### src/rtl/irq_ctrl.sv
// irq_ctrl: multi-source external interrupt controller feeding the CP0
// external interrupt input.
//
// The request lines are asynchronous, so each one passes through a
// two-flop synchroniser. A third flop provides rising-edge detection.
// Edge-triggered sources latch events into a pending register. Level
// sources report the synchronised line directly. A software mask selects
// which pending sources are eligible, and the lowest-index eligible source
// is requested. Once CP0 acknowledges the request, the source stays in
// service until ERET. There is no nesting.
//
// Ports
//   clk         main clock
//   rst         synchronous reset, active-high
//   irq_src     raw asynchronous request lines, one per source
//   mask_we     mask register write strobe
//   mask_wdata  new mask value (1 = source enabled)
//   ir_ack      CP0 took the interrupt this cycle
//   eret        CP0 executing ERET this cycle
//   ir_out      interrupt request to CP0
//   ir_id       index of the requested / in-service source
//   mask        current mask register
//   pending     current pending bits
//   in_service  high between ack and ERET
//
// FSM states
//   state      | meaning
//   ST_IDLE    | nothing requested, arbitrating over eligible sources
//   ST_REQ     | ir_out high for ir_id, waiting for ack or withdraw
//   ST_SERVICE | interrupt ir_id acknowledged, waiting for ERET

module irq_ctrl #(
    parameter int unsigned     NSRC      = 8,
    parameter int unsigned     IDW       = 3,
    parameter logic [NSRC-1:0] EDGE_MASK = {NSRC{1'b1}}
) (
    input  logic            clk,
    input  logic            rst,
    input  logic [NSRC-1:0] irq_src,
    input  logic            mask_we,
    input  logic [NSRC-1:0] mask_wdata,
    input  logic            ir_ack,
    input  logic            eret,
    output logic            ir_out,
    output logic [IDW-1:0]  ir_id,
    output logic [NSRC-1:0] mask,
    output logic [NSRC-1:0] pending,
    output logic            in_service
);

    typedef enum logic [1:0] {
        ST_IDLE    = 2'd0,
        ST_REQ     = 2'd1,
        ST_SERVICE = 2'd2
    } state_t;

    state_t          state_q, state_d;
    logic [NSRC-1:0] s1_q, s2_q, s3_q;
    logic [NSRC-1:0] pend_q, pend_d;
    logic [NSRC-1:0] mask_q, mask_d;
    logic [IDW-1:0]  ir_id_q, ir_id_d;

    logic [NSRC-1:0] rise;
    logic [NSRC-1:0] pending_all;
    logic [NSRC-1:0] eligible;
    logic [NSRC-1:0] id_onehot;
    logic [NSRC-1:0] ack_clr;
    logic [IDW-1:0]  sel_id;
    logic            cur_eligible;

    assign rise = s2_q & ~s3_q;

    // Level sources bypass the pending register and report the
    // synchronised line, so they clear themselves when the source drops.
    assign pending_all = (pend_q & EDGE_MASK) | (s2_q & ~EDGE_MASK);
    assign eligible    = pending_all & mask_q;

    assign id_onehot    = NSRC'(1) << ir_id_q;
    assign cur_eligible = |(eligible & id_onehot);

    // Lowest-index eligible source. The scan runs from high to low so that
    // the last assignment made is the lowest index.
    always_comb begin
        sel_id = '0;
        for (int i = int'(NSRC) - 1; i >= 0; i--) begin
            if (eligible[i]) begin
                sel_id = IDW'(i);
            end
        end
    end

    // Only edge sources are cleared by an ack. Any rise in the same cycle
    // is OR'd in afterwards, so a new event is never lost.
    always_comb begin
        ack_clr = '0;
        if (state_q == ST_REQ && ir_ack) begin
            ack_clr = id_onehot & EDGE_MASK;
        end
        pend_d = ((pend_q & ~ack_clr) | rise) & EDGE_MASK;
    end

    always_comb begin
        mask_d = mask_q;
        if (mask_we) begin
            mask_d = mask_wdata;
        end
    end

    always_comb begin
        state_d = state_q;
        ir_id_d = ir_id_q;
        case (state_q)
            ST_IDLE: begin
                if (|eligible) begin
                    ir_id_d = sel_id;
                    state_d = ST_REQ;
                end
            end
            ST_REQ: begin
                if (ir_ack) begin
                    state_d = ST_SERVICE;
                end else if (!cur_eligible) begin
                    state_d = ST_IDLE;
                end
            end
            ST_SERVICE: begin
                if (eret) begin
                    state_d = ST_IDLE;
                end
            end
            default: begin
                state_d = ST_IDLE;
            end
        endcase
    end

    always_ff @(posedge clk) begin
        if (rst) begin
            state_q <= ST_IDLE;
            s1_q    <= '0;
            s2_q    <= '0;
            s3_q    <= '0;
            pend_q  <= '0;
            mask_q  <= '0;
            ir_id_q <= '0;
        end else begin
            state_q <= state_d;
            s1_q    <= irq_src;
            s2_q    <= s1_q;
            s3_q    <= s2_q;
            pend_q  <= pend_d;
            mask_q  <= mask_d;
            ir_id_q <= ir_id_d;
        end
    end

    assign ir_out     = (state_q == ST_REQ);
    assign in_service = (state_q == ST_SERVICE);
    assign ir_id      = ir_id_q;
    assign mask       = mask_q;
    assign pending    = pending_all;

endmodule

### config.mk
export PLATFORM = sky130hd
export DESIGN_NAME = irq_ctrl
export DESIGN_NICKNAME = d
export VERILOG_FILES = /design/src/rtl/irq_ctrl.sv
export SDC_FILE = /design/constraint.sdc
export NUM_CORES = 1
export LEC_CHECK = 0
export ABC_AREA = 1
export BUFFER_PORTS_ARGS = -buffer_cell sky130_fd_sc_hd__buf_2
export CAP_MARGIN = 40
export CORE_UTILIZATION = 30
export CTS_CLUSTER_DIAMETER = 60
export DETAILED_ROUTE_END_ITERATION = 12
export MAX_ROUTING_LAYER = met4
export PLACE_DENSITY = 0.55
export SLEW_MARGIN = 20
export SYNTH_ARGS = -nofsm -noshare
export SYNTH_HDL_FRONTEND = slang
export SYNTH_SLANG_ARGS = --single-unit
### constraint.sdc
create_clock -name clk -period 1.3 [get_ports clk]
set_input_delay 0.13 -clock clk [delete_from_list [all_inputs] [get_ports clk]]
set_output_delay 0.13 -clock clk [all_outputs]
set_load 0.02 [all_outputs]
Word-level counts from Yosys, hierarchy flattened
Cells that the tools add are included.
Cells by class
  add/subtract/negate cells: 0
  multiply operators: 0
  divide/modulo/power cells: 0
  magnitude comparators: 0
  eq/ne operators: 5
  shift operators: 1
  mux-type cells: 14
  bitwise operators: 7
  reductions and logical operators: 6
Operator list (count)
  $and A8 B8 Y8: 4
  $mux W3: 8
  $not A8 Y8: 2
  $reduce_or A8 Y1: 2
  $mux W2: 4
  $mux W8: 1
  $or A8 B8 Y8: 1
  $shl A1 B3 Y8 const A: 1
  $pmux W2 S3: 1
  $ne A2 B2 Y1 const B: 2
  $ne A3 B3 Y1 const B: 1
  $reduce_and A3 Y1: 1
  $eq A2 B1 Y1 const B: 1
  $eq A2 B2 Y1 const B: 1
  $logic_not A2 Y1: 1
  $reduce_and A2 Y1: 1
  $logic_and A1 B1 Y1: 1
Word-level totals
  bits in registers: 45
  bits in latches: 0
  bits in writable memories: 0
  memory bits (read-only): 0
  bits of input ports: 21
  output and inout port bits: 21
  logic and storage cells: 40
  memories: 0

Logic depth before layout (Yosys ltp)
Gate-level depths: netlist of the first run.
  depth after elaboration: 9
  depth in mapped cells: 10
  depth with buffers taken out: 10

Worst setup path after synthesis of the first run
No wires, ideal clock.
  path kind: flip-flop to flip-flop
  start point: register ir_id_q[1], in the netlist ir_id[1]
  end point: register state_q[0]
  setup time: 0.066 ns
  data arrival time: 1.157 ns
  required time: 1.234 ns
  path slack: 0.077 ns
  cell stages (with the launch flop): 10
  buffers on the path: 1
  clock period less this slack: 1.223 ns
  cell sequence: dfxtp_1 buf_4 nand2_2 nor2_1 nand3_1 nand2_1 nor2_1 nand2_1 nand2_1 a21oi_2
On the way
  longest elaborated chain between the ends: 5
Ends and longest elaborated chain
  from (decl): line 61  | logic [IDW-1:0] ir_id_q, ir_id_d;
  from (signal assigned): line 153  | ir_id_q <= ir_id_d;
  $shl A1 B3 Y8: line 78  | assign id_onehot = NSRC'(1) << ir_id_q;
  $and A8 B8 Y8: line 79  | assign cur_eligible = |(eligible & id_onehot);
  $reduce_or A8 Y1: line 79
  $ne A3 B3 Y1 (no line)
  $reduce_and A3 Y1 (no line)
  to (signal assigned): line 147  | state_q <= state_d;
  to (decl): line 57  | state_t state_q, state_d;
Every way passes these cells.
A chain may end at the register's enable or synchronous reset.

Final worst setup path of the first run
  start point: register pend_q[5], in the netlist pending[5]
  end point: register ir_id_q[1], in the netlist ir_id[1]
On the way
  longest elaborated chain between the ends: 7
  elaborated cells between the ends (all ways): 9
  classes of those cells: 6 x mux; 1 x bitwise; 2 x reduce/logical
Ends and longest elaborated chain
  from (decl): line 59  | logic [NSRC-1:0] pend_q, pend_d;
  from (signal assigned): line 151  | pend_q <= pend_d;
  $and A8 B8 Y8 (*): line 76  | assign eligible = pending_all & mask_q;
  $mux W3 (6 in series): line 86  | if (eligible[i]) begin
Mark *: on every way between the ends. The rest lies on a longest branch, timed or not.

==> flow_summary_export.csv, run 1 <==
group,metric,value,unit
cts,cts_made_buffers,5,
timing,timing.fmax,819,MHz
yosys,ys_seq_area_share,53.5,%
job,maxCapViolCount,0,
power_and_ir_drop,peakVddDrop,0.506,mV
grt,grt_overflow,0,
critical_path,critPathKind,"reg2reg",
yosys,synth.largest_area_cell,"dfxtp_1",
layout,n_fill_cell,566,
timing,slew_headroom,78.1,%
yosys,synthTopCellsByArea,"dfxtp_1 53%, nor2_1 12%, inv_1 8.7%, nand2_1 7.4%, o21ai_0 5.1%",
floorplanning,die_h,76.9,µm
layout,nets,300,
yosys,synthCells,225,
power_and_ir_drop,p_per_area,1370,mW/mm²
timing,tightestPinTransition,0.325,ns
yosys,ys_ff_latch,45,
grt,antenna_found_initial,0,
yosys,syn_area,0.00168,mm²
yosys,synth.most_common_cell,"nor2_1",
yosys,netlist.area_leader.share,53.5,%
critical_path,required,1.49,ns
critical_path,slowest_delay,0.36,ns
drt,drtPass1Iterations,4,
layout,drive_above_1_share,27.9,%
cts,post_cts_buffers,0,
critical_path,critPathArrivalTime,1.41,ns
yosys,synth-main-ff-cell,"dfxtp_1",
floorplanning,io_pins,42,
critical_path,crit_top_cell,"nor2_1",
critical_path,slowest_stage,"dfxtp_1",
timing,slew_violations,0,
timing,setup_ws,0.0788,ns
grt,grt_pass1_vias,1388,
yosys,ys_top_cells_by_count,"53 x nor2_1, 45 x dfxtp_1, 39 x inv_1",
floorplanning,die_w,76.9,µm
yosys,synth_edf_count,0,
placed_design,dp_hpwl,2840,µm
cts,clk_latency,0.29,ns
timing,hold_viol,0,
grt,grt_pass1_wl,6340,µm
worst_hold_path,hp-class,"in2reg",
cts,path_clk_slew,0.08,ns
timing,fin_crit_sh,93.9,%
yosys,synth.distinct_cells,22,
critical_path,endpoint_kind,"flip-flop",
timing,fin_crit,1.22,ns
cts,h-tree-depth,2,
floorplanning,dieArea,0.00592,mm²
cts,cts_sinks,45,
timing,finalClockSkew,0.00234,ns
critical_path,cp_max_fo,4,
cts,cts_max_path_buffers,2,
floorplanning,core.rowCount,26,
drt,ant_nets,0,
status,run_status,"finished clean",
floorplanning,initial_core_util,32.0,%
yosys,ys_warn_count,0,
drt,routed_via_density,4.34,
timing,setup_viol,0,
drt,wirelength,3820,µm
layout,seq_area,911,µm²
drt,post_drt_wl_per_cell,10.9,µm
cts,cts_tree,"yes",
grt,grt_max_degree,30,
yosys,syn_avg_cell_area,7.48,µm²
yosys,syn_nets,246,
yosys,async_flop_share,0,%
drt,vias,1518,
layout,antennaDiodeCount,0,
layout,area_growth_syn_to_layout,28.6,%
placed_design,io_buffers,41,
floorplanning,core,0.00527,mm²
critical_path,cp-start-kind,"flip-flop",
placed_design,place_ws,0.0490,ns
drt,drtIter0Drc,96,
power_and_ir_drop,leakagePower,1.15,nW
placed_design,gp_congestion,0.912,
layout,multi_input_area,606,µm²
drt,drc,0,
grt,grt.total_usage,14.4,%
critical_path,path_cells,"nand2_1, nand2_2, nor2_1, a21oi_2, inv_1, nor2_1, nor2_1",
timing,whs,0.0339,ns
cts,root_buffer,"clkbuf_8",
## path summary, 6_finish.rpt
kind / start / endpoint / slack (ns) / cells past startpoint
setup / recovery: pending[5] / ir_id[1] / 0.08 / 7
hold / removal: irq_src[2] / s1_q[2] / 0.03 / 3
setup reg to reg: pending[5] / ir_id[1] / 0.08 / 7
hold reg to reg: s1_q[0] / s2_q[0] / 0.40 / 2
## area by class of cell
cell class                      instances  share of cell area (%)
Sequential cell                        45                    42.1
Tap cell                               70                    4.04
Clock inverter                          1                    1.39
Clock buffer                            7                    3.99
Timing Repair Buffer                   53                    13.6
Inverter                               40                    6.93
Multi-Input combinational cell        134                    28.0
## report_power, final
part	total, mW	internal (mW)	switching [mW]
Clock	1.08	0.627	0.449
Combinational	0.380	0.143	0.237
Sequential	1.51	1.46	0.0485
Total	2.96	2.23	0.734
## critical path, delay by kind of cell (launching register included)
kind | cells | cell delay, ns
buf+inv | 1 | 0.10
compound gates | 1 | 0.21
flops | 1 | 0.36
simple gates | 5 | 0.45
## repair_timing
item / CTS / global route
gates resized for setup: 0 / 11
endpoints found under the setup margin: 0 / 3
hold buffers: 0 / 0
## per-layer routing
metal | GRT usage (%) | vias up | routed length, µm
met4 | 7.88 | 0 | 77
li1 | - | 802 | -
met3 | 4.52 | 8 | 253
met2 | 21.5 | 50 | 1740
met5 | - | - | 0
met1 | 17.1 | 658 | 1750
## sequential cells by signal (all words and copies together) (netlist names)
signal   cells
state_q      2
pending      8
ir_id        3
s2_q         8
mask         8
s1_q         8
s3_q         8
## stage by stage
step / std cells / total power, mW / util (%) / cell area [µm²] / TNS [ns]
after floorplan: 225 / 1.76 / - / 1680 / 0
after global placement: 342 / 1.91 / 38.6 / 2030 / 0
after detailed placement: 342 / 1.91 / 38.6 / 2030 / 0
after CTS: 350 / 3.00 / 40.8 / 2150 / 0
after global routing: 350 / 3.11 / 41.1 / 2170 / -0.00403
final: 350 / 2.96 / 41.1 / 2170 / 0
## kinds of logic (layout without fill, tap and decap cells)
logic type,Yosys count,count (layout),synth area share (%)
AO/OA/AOI/OAI,32,32,10.6
buffers and inverters,46,101,11.0
AND/OR/NAND/NOR,102,102,24.9
flip-flops,45,45,53.5
## cell usage in the layout, fill, tap and decap left out, types with 5 or more instances in the layout
cell type and count:
nand4_1 5, buf_4 12, nand2_1 30, dfxtp_1 37, o22ai_1 5, dfxtp_2 8
inv_1 39, nor2_1 53, o21ai_0 17, buf_2 41, a21oi_1 6, nand2_2 5
nand3_1 6, clkbuf_8 6
Note: power is estimated with default switching activity, not from simulation.
==> run 2: changes to the inputs <==
--- a/config.mk
+++ b/config.mk
@@ -12,7 +12,7 @@
 export CTS_CLUSTER_DIAMETER = 60
 export DETAILED_ROUTE_END_ITERATION = 12
 export MAX_ROUTING_LAYER = met4
-export PLACE_DENSITY = 0.55
+export RECOVER_POWER = 25
 export SLEW_MARGIN = 20
 export SYNTH_ARGS = -nofsm -noshare
 export SYNTH_HDL_FRONTEND = slang
==> flow_summary_export.csv, run 2 (same netlist as run 1, synthesis figures left out) <==
group,metric,value,unit
power_and_ir_drop,p_switching,0.767,mW
layout,fin_area,0.00215,mm²
critical_path,cp-start-kind,"flip-flop",
drt,drtPass1Iterations,4,
drt,post_drt_wl_per_cell,10.6,µm
power_and_ir_drop,swShare,27.3,%
timing,tightestPinTransition,0.302,ns
layout,n_fill_cell,585,
drt,ant_nets,0,
floorplanning,initial_core_util,32.0,%
layout,final_util,40.8,%
drt,wirelength,3730,µm
power_and_ir_drop,combinationalPowerShare,13.6,%
worst_hold_path,hold_start,"irq_src[3]",
timing,timing.fmax,838,MHz
grt,grt_overflow,0,
power_and_ir_drop,pwr-share-clk,32.9,%
cts,cts-hold-fix-buffers,0,
cts,path_clk_slew,0.08,ns
layout,antennaDiodeCount,0,
timing,slew_headroom,79.9,%
critical_path,cp_max_fo,4,
floorplanning,io_pins,42,
grt,grt_pass1_wl,6190,µm
critical_path,required,1.50,ns
worst_hold_path,min_path_cells,3,
grt,grt_pass1_vias,1324,
timing,hold_viol,0,
placed_design,placed_area,0.00203,mm²
cts,cts_made_buffers,5,
layout,final_common_cell,"nor2_1",
grt,grt_max_degree,30,
layout,most-common-layout-cells,"53 x nor2_1, 40 x buf_2, 40 x dfxtp_1, 39 x inv_1, 31 x nand2_1",
layout,seq_area,907,µm²
cts,root_buffer,"clkbuf_8",
drt,vias,1460,
grt,antenna_found_initial,0,
critical_path,critPathArrivalTime,1.39,ns
timing,fin_crit_sh,91.8,%
floorplanning,dieArea,0.00592,mm²
power_and_ir_drop,seq_power_share,53.5,%
layout,area_growth_syn_to_layout,27.6,%
cts,cts_sinks,45,
layout,drive_above_1_share,26.7,%
placed_design,place_ws,0.0411,ns
critical_path,r2r_start,"mask[0]",
critical_path,r2r_slack,0.11,ns
layout,multi_input_area,603,µm²
critical_path,r2r_cells,7,
status,run_status,"finished clean",
floorplanning,die_h,76.9,µm
worst_hold_path,holdPathEnd,"s1_q[3]",
timing,setup_ws,0.107,ns
critical_path,r2r-end,"ir_id[1]",
cts,cts_max_path_buffers,2,
floorplanning,core,0.00527,mm²
placed_design,gp_congestion,0.874,
drt,drc,0,
power_and_ir_drop,p_int,2.05,mW
cts,cts_tree,"yes",
power_and_ir_drop,p_per_area,1310,mW/mm²
critical_path,endpoint_kind,"flip-flop",
floorplanning,core.rowCount,26,
critical_path,critPathKind,"reg2reg",
power_and_ir_drop,peakVddDrop,0.469,mV
timing,slew_violations,0,
timing,setup_viol,0,
cts,h-tree-depth,2,
cts,clk_latency,0.30,ns
worst_hold_path,hp-class,"in2reg",
drt,routed_via_density,4.16,
drt,drtIter0Drc,87,
placed_design,dp_hpwl,2750,µm
job,maxCapViolCount,0,
layout,nets,301,
power_and_ir_drop,leakagePower,1.14,nW
timing,finalClockSkew,0.00478,ns
timing,fin_crit,1.19,ns
floorplanning,die_w,76.9,µm
placed_design,io_buffers,41,
grt,grt.total_usage,14.1,%
==> run 2: how the worst max path moves through the flow <==
stage,start,to,cells past startpoint
floorplan,ir_id[1],state_q[0],9
global placement,pending[4],ir_id[1],7
detailed placement,pending[4],ir_id[1],7
CTS,pending[4],ir_id[1],7
global route,mask[1],ir_id[1],7
finish,mask[0],ir_id[1],7
==> run 2: layout make-up <==
type | count | area share (%)
sequential | 45 | 42.2
multi-input combinational | 134 | 28.1
timing repair buffer | 54 | 14.0
inverter | 40 | 6.98
tap | 70 | 4.07
clock buffer | 6 | 3.84
clock inverter | 2 | 0.815
==> run 2: layer usage <==
metal / part of all wire (%) / track usage (%)
met1: 49 / 17.2
met2: 43 / 21.2
met3: 5.7 / 4.40
met4: 2.3 / 6.73
met5: 0 / -
==> run 2: per-stage QoR <==
step | total power [mW] | cells | hold slack (ns) | TNS, ns
after floorplan | 1.76 | 225 | 0.237 | 0
after global placement | 1.91 | 342 | 0.328 | 0
after detailed placement | 1.91 | 342 | 0.335 | 0
after CTS | 2.85 | 350 | 0.0114 | 0
after global routing | 2.98 | 351 | 0.0113 | -0.0117
final | 2.81 | 351 | 0.0247 | 0
==> run 2: worst max-delay path, stage by stage (launching register included) <==
cell and delay (ns):
dfxtp_1 0.39, nand2_1 0.09, nand2_1 0.09, nor2_1 0.07
a21oi_2 0.19, inv_1 0.10, nor2_1 0.11, nor2_1 0.06
==> run 2: what timing repair did <==
| item | 4_1_cts | 5_1_grt |
|---|---|---|
| setup buffers | 0 | 1 |
| resized for setup | 0 | 8 |
| endpoints found under the setup margin | 0 | 4 |
==> run 2: power by group through the flow <==
stage	registers, mW	clock network (mW)	logic, mW
floorplan	1.57	0	0.183
global placement	1.53	0	0.377
detailed placement	1.54	0	0.376
CTS	1.50	0.970	0.378
global route	1.52	1.03	0.431
finish	1.51	0.924	0.383
